==> src/rtl/bn_demux_pkg.sv <==
`default_nettype none
// ============================================================================
// Module   : bn_demux_pkg
// Brief    : Shared constants and helpers for the 1-to-8 registered demux.
// Revision : 1.0
// ============================================================================
package bn_demux_pkg;

    localparam int unsigned N_CH     = 8;
    localparam logic [7:0]  DROP_MAX = 8'd255;

    function automatic logic is_onehot(input logic [N_CH-1:0] sel);
        return ($countones(sel) == 1);
    endfunction

endpackage
`default_nettype wire

==> src/rtl/bn_slot_reg.sv <==
`default_nettype none
// ============================================================================
// Module   : bn_slot_reg
// Brief    : One-entry holding register with push/pop and a full flag.
// Revision : 1.0
// ============================================================================
module bn_slot_reg #(
    parameter int DATA_WIDTH = 8
) (
    input  logic                  clk,
    input  logic                  rst,
    input  logic                  push,
    input  logic                  pop,
    input  logic [DATA_WIDTH-1:0] d,
    output logic [DATA_WIDTH-1:0] q,
    output logic                  full
);

    logic [DATA_WIDTH-1:0] r_q;
    logic                  r_full;

    // A push wins over a pop so a same-cycle pop/push replaces the word without a bubble.
    always_ff @(posedge clk or posedge rst) begin
        if (rst) begin
            r_q    <= '0;
            r_full <= 1'b0;
        end else if (push) begin
            r_q    <= d;
            r_full <= 1'b1;
        end else if (pop) begin
            r_full <= 1'b0;
        end
    end

    assign q    = r_q;
    assign full = r_full;

endmodule
`default_nettype wire

==> src/rtl/bn_demux_1_8_reg.sv <==
`default_nettype none
// ============================================================================
// Module   : bn_demux_1_8_reg
// Brief    : Registered 1-to-8 one-hot demux with per-channel valid/ready slots.
// Revision : 1.0
// ============================================================================
module bn_demux_1_8_reg
    import bn_demux_pkg::*;
#(
    parameter int DATA_WIDTH = 8
) (
    input  logic                       clk,
    input  logic                       rst,
    input  logic                       in_valid,
    output logic                       in_ready,
    input  logic [DATA_WIDTH-1:0]      in_data,
    input  logic [N_CH-1:0]            sel,
    output logic [N_CH-1:0]            out_valid,
    input  logic [N_CH-1:0]            out_ready,
    output logic [N_CH*DATA_WIDTH-1:0] out_data,
    output logic                       err,
    output logic [7:0]                 drop_cnt
);

    logic            w_sel_ok;
    logic            w_xfer;
    logic            w_drop;
    logic [N_CH-1:0] w_room;
    logic [N_CH-1:0] w_push;
    logic [N_CH-1:0] w_pop;
    logic            r_err;
    logic [7:0]      r_drop_cnt;

    assign w_sel_ok = is_onehot(sel);
    assign w_room   = sel & (~out_valid | out_ready);

    // Malformed selects are always accepted and dropped so the producer never stalls.
    assign in_ready = w_sel_ok ? (|w_room) : 1'b1;
    assign w_xfer   = in_valid & in_ready;
    assign w_drop   = w_xfer & ~w_sel_ok;
    assign w_push   = (w_xfer & w_sel_ok) ? sel : '0;
    assign w_pop    = out_valid & out_ready;

    generate
        for (genvar k = 0; k < N_CH; k++) begin : g_slot
            bn_slot_reg #(
                .DATA_WIDTH (DATA_WIDTH)
            ) u_slot (
                .clk  (clk),
                .rst  (rst),
                .push (w_push[k]),
                .pop  (w_pop[k]),
                .d    (in_data),
                .q    (out_data[k*DATA_WIDTH +: DATA_WIDTH]),
                .full (out_valid[k])
            );
        end
    endgenerate

    always_ff @(posedge clk or posedge rst) begin
        if (rst) begin
            r_err      <= 1'b0;
            r_drop_cnt <= '0;
        end else begin
            r_err <= w_drop;
            if (w_drop && (r_drop_cnt != DROP_MAX)) begin
                r_drop_cnt <= r_drop_cnt + 8'd1;
            end
        end
    end

    assign err      = r_err;
    assign drop_cnt = r_drop_cnt;

endmodule
`default_nettype wire

==> config.mk <==
export PLATFORM = sky130hd
export DESIGN_NAME = bn_demux_1_8_reg
export DESIGN_NICKNAME = d
export VERILOG_FILES = /design/src/rtl/bn_demux_pkg.sv /design/src/rtl/bn_slot_reg.sv /design/src/rtl/bn_demux_1_8_reg.sv
export SDC_FILE = /design/constraint.sdc
export NUM_CORES = 1
export LEC_CHECK = 0
export BUFFER_PORTS_ARGS = -buffer_cell sky130_fd_sc_hd__clkbuf_2
export CORE_ASPECT_RATIO = 1.4
export CORE_UTILIZATION = 40
export CTS_CLUSTER_DIAMETER = 200
export DETAILED_ROUTE_END_ITERATION = 8
export SETUP_SLACK_MARGIN = 0.3
export SLEW_MARGIN = 15
export SYNTH_ARGS = -nofsm -noshare
export SYNTH_HDL_FRONTEND = slang
export SYNTH_SLANG_ARGS = --single-unit
==> constraint.sdc <==
create_clock -name clk -period 8.62 [get_ports clk]
set_input_delay 0.862 -clock clk [delete_from_list [all_inputs] [get_ports clk]]
set_output_delay 0.862 -clock clk [all_outputs]
set_load 0.03 [all_outputs]
==> results.md <==
* Cell variety after synth at 24
* Most frequent cell after synthesis: dfrtp_1
* Num ports at 109
* Vias at 2229
* Die height at 113 um
* CP required at roughly 7.8 ns
* Cell count after synthesis at 236
* Vias in the first global route at 2247
* Final ANT Viol Nets at 0
* Net Count, Synth at around 270
* Post-CTS setup buffers at 0
* Post-CTS sizing at 0
* Hold Violations, Final at 0
* TritonCTS clock tree: built
* Peak supply drop at 0.000193 V
* Clk pin slew, worst setup/hold paths at 0.06 ns
* Pre-Repair DR Iteration Count at 4
* Min-delay src: drop_cnt[7]
* FF-to-FF End: g_slot[7].u_slot.q[1]
* Root Buffer: clkbuf_16
* WL final at 7.75 mm
* CP Max Fanout at 11
* Largest net degree at the start of global routing at 82
* Ys async rst share at 100%
* R2R depth at 5
* Placement Cell Area at 0.00413 mm2
* Crit path capture type: primary output
* Status: complete, no violations
* Clock Path Buffers at 2
* Hold endpoint: drop_cnt[7]
* Sw frac at 42.0%
* Clock Latency Late Sink at 0.33 ns
* Worst setup SP type: input pin
* Vias per cell at 4.91
* Initial Utilization at 41.3%
* Top cells by count, synth: dfrtp_1, mux2_2, inv_1
* Worst EP arrival at between 4 and 5 ns
* Total gr overflow at 0
* Mapped Area at between 0.003 and 0.004 mm2
* N_diodes at 0
* Setup CP Type: input pin to primary output
* Final Cell Area at roughly 0.0044 mm2
* Fmax at 0.192 GHz
* Fin crit share at 60.4%
* Slew margin rel. at 30.8%
* Die footprint at 0.00926 mm2
* Synth Warn # at 0
* DPL Wire Length at 5.41 mm
* Nets at 380
* Synth top area share at between 50% and 60%
* WHS Path Cells at 1
* Synthesized area per cell at 15.0 um2
* Total power at 1850 uW
* R2r setup slk at around 6 ns
* Area occupied by multi-input gates at 0.00137 mm2
* Combinational share of power at about 44%
* Main area contributors after synthesis: dfrtp_1, mux2_2, nand4_4
* Setup total negative slack at 0 ns
* Fill cells at roughly 760
* Clock Skews at around 0.0064 ns
* Origin of the critical flop-to-flop path: g_slot[4].u_slot.full
* Leakage at around 0.0023 uW
* Int Pwr at between 1000 and 1500 uW
* Seq/Total Area, Yosys at 57.1%
* Crit path time final at 5.20 ns
* Synth area leader: dfrtp_1
* Worst-margin pin slew at about 1.0 ns
* Post-synthesis register bit count at 81
* Tot GR Track Use at 18.0%
* Slew Limit Fails at 0
* Post-synth EDFFs at 0
* Clk pwr share at between 20% and 30%
* Core area at 0.00861 mm2
* RSZ-0062 raised after global routing: no
* Main synth FF type: dfrtp_1
* Routed length per instance at between 15 and 20 um
* Layout cell share with drive strength beyond 1 at about 57%
* Number of CTS-inserted buffers at 9
* Switching power total at 776 uW
* Clk sink count at 81
* Final setup violation count at 0
* Sequential share of power at 35.3%
* Initial antenna violation count at 0
* Area taken by flip-flops and latches at 0.00203 mm2
* CTS Hold Buffers Added at 0
* PD cells at 417 mW/mm2
* Worst hold-check path type: flip-flop to flip-flop
* 1st-iter DRT viols at 96
* Synth-to-Final Area Change at 24.6%
* Chip Width at 81.6 um
* DRC at 0
* Port-buffer cells at 108
* Global-route wire length before repair at between 10 and 15 mm
* Htree depth at 3
* Max Cap Viol at 0
* Routability-driven placement congestion ratio at between 0.7 and 0.8
* # rows at 40
worst max-delay path, stage by stage:
cell,delay [ns]
clkbuf_2,0.13
inv_1,0.07
fa_1,0.55
fa_1,0.43
fa_1,0.43
inv_1,0.06
ha_1,0.16
inv_1,0.06
fa_1,0.39
a211o_1,0.32
a21oi_4,0.53
nand2_1,0.12
clkbuf_2,0.21
stage by stage:
step	hold WS, ns	util [%]	std cells	worst slack, ns
after floorplan	0.467	-	236	3.99
after global placement	0.488	48.0	439	3.48
after detailed placement	0.492	48.0	439	3.39
after CTS	0.501	51.4	454	3.38
after global routing	0.515	51.4	454	3.17
final	0.500	51.4	454	3.42
placed cells by master, fill, tap and decap left out, drive strengths merged, types with 2 or more instances in the layout:
cell    count
a22oi       4
clkbuf    120
clkinv      3
dfrtp      81
fa          4
ha          4
inv        14
mux2       65
nand2      13
nand2b      9
nand3       2
nand4      12
nor2        3
xnor2       6
per-layer routing:
layer / part of all wire (%) / track usage, %
met2: 51 / 28.2
met4: 1.8 / 8.30
met1: 42 / 22.4
met5: 0 / 0
met3: 4.7 / 5.60
state kept, by name, indices dropped and copies added, names as in the netlist:
register	cells
g_slot.u_slot.full	8
drop_cnt	8
err	1
g_slot.u_slot.q	64
worst max path at each step:
stage / from / endpoint / slack [ns] / cells after the start
after floorplan: sel[0] / in_ready / 3.99 / 12
after global placement: sel[0] / in_ready / 3.48 / 13
after global routing: sel[0] / in_ready / 3.17 / 13
after detailed placement: sel[0] / in_ready / 3.39 / 13
final: sel[0] / in_ready / 3.42 / 13
after CTS: sel[0] / in_ready / 3.38 / 13
kinds of logic (layout without fill, tap and decap cells):
logic type	count (synthesis)	after routing	share of synthesized area, %
AO/OA/AOI/OAI	7	7	1.76
XOR/XNOR	7	7	1.73
adder cells (fa/ha/maj)	8	8	3.66
buffers and inverters	26	139	4.47
flip-flops	81	81	57.1
multiplexers	65	65	21.5
AND/OR/NAND/NOR	42	42	9.83
power groups by stage:
stage	clock, uW	combinational (uW)	sequential, uW
after floorplan	0	273	974
final	377	818	653
after global routing	404	863	674
after global placement	0	819	652
after detailed placement	0	827	658
after CTS	389	829	654
final cells by class:
class	instances	share of cell area (%)
clock buffers	12	5.80
flip-flops and latches	81	45.8
clock inverters	3	0.905
repair buffers	109	12.4
well taps	105	2.97
multi-input cells	129	30.8
inverters	15	1.30
(Power assumes the default switching activity.)
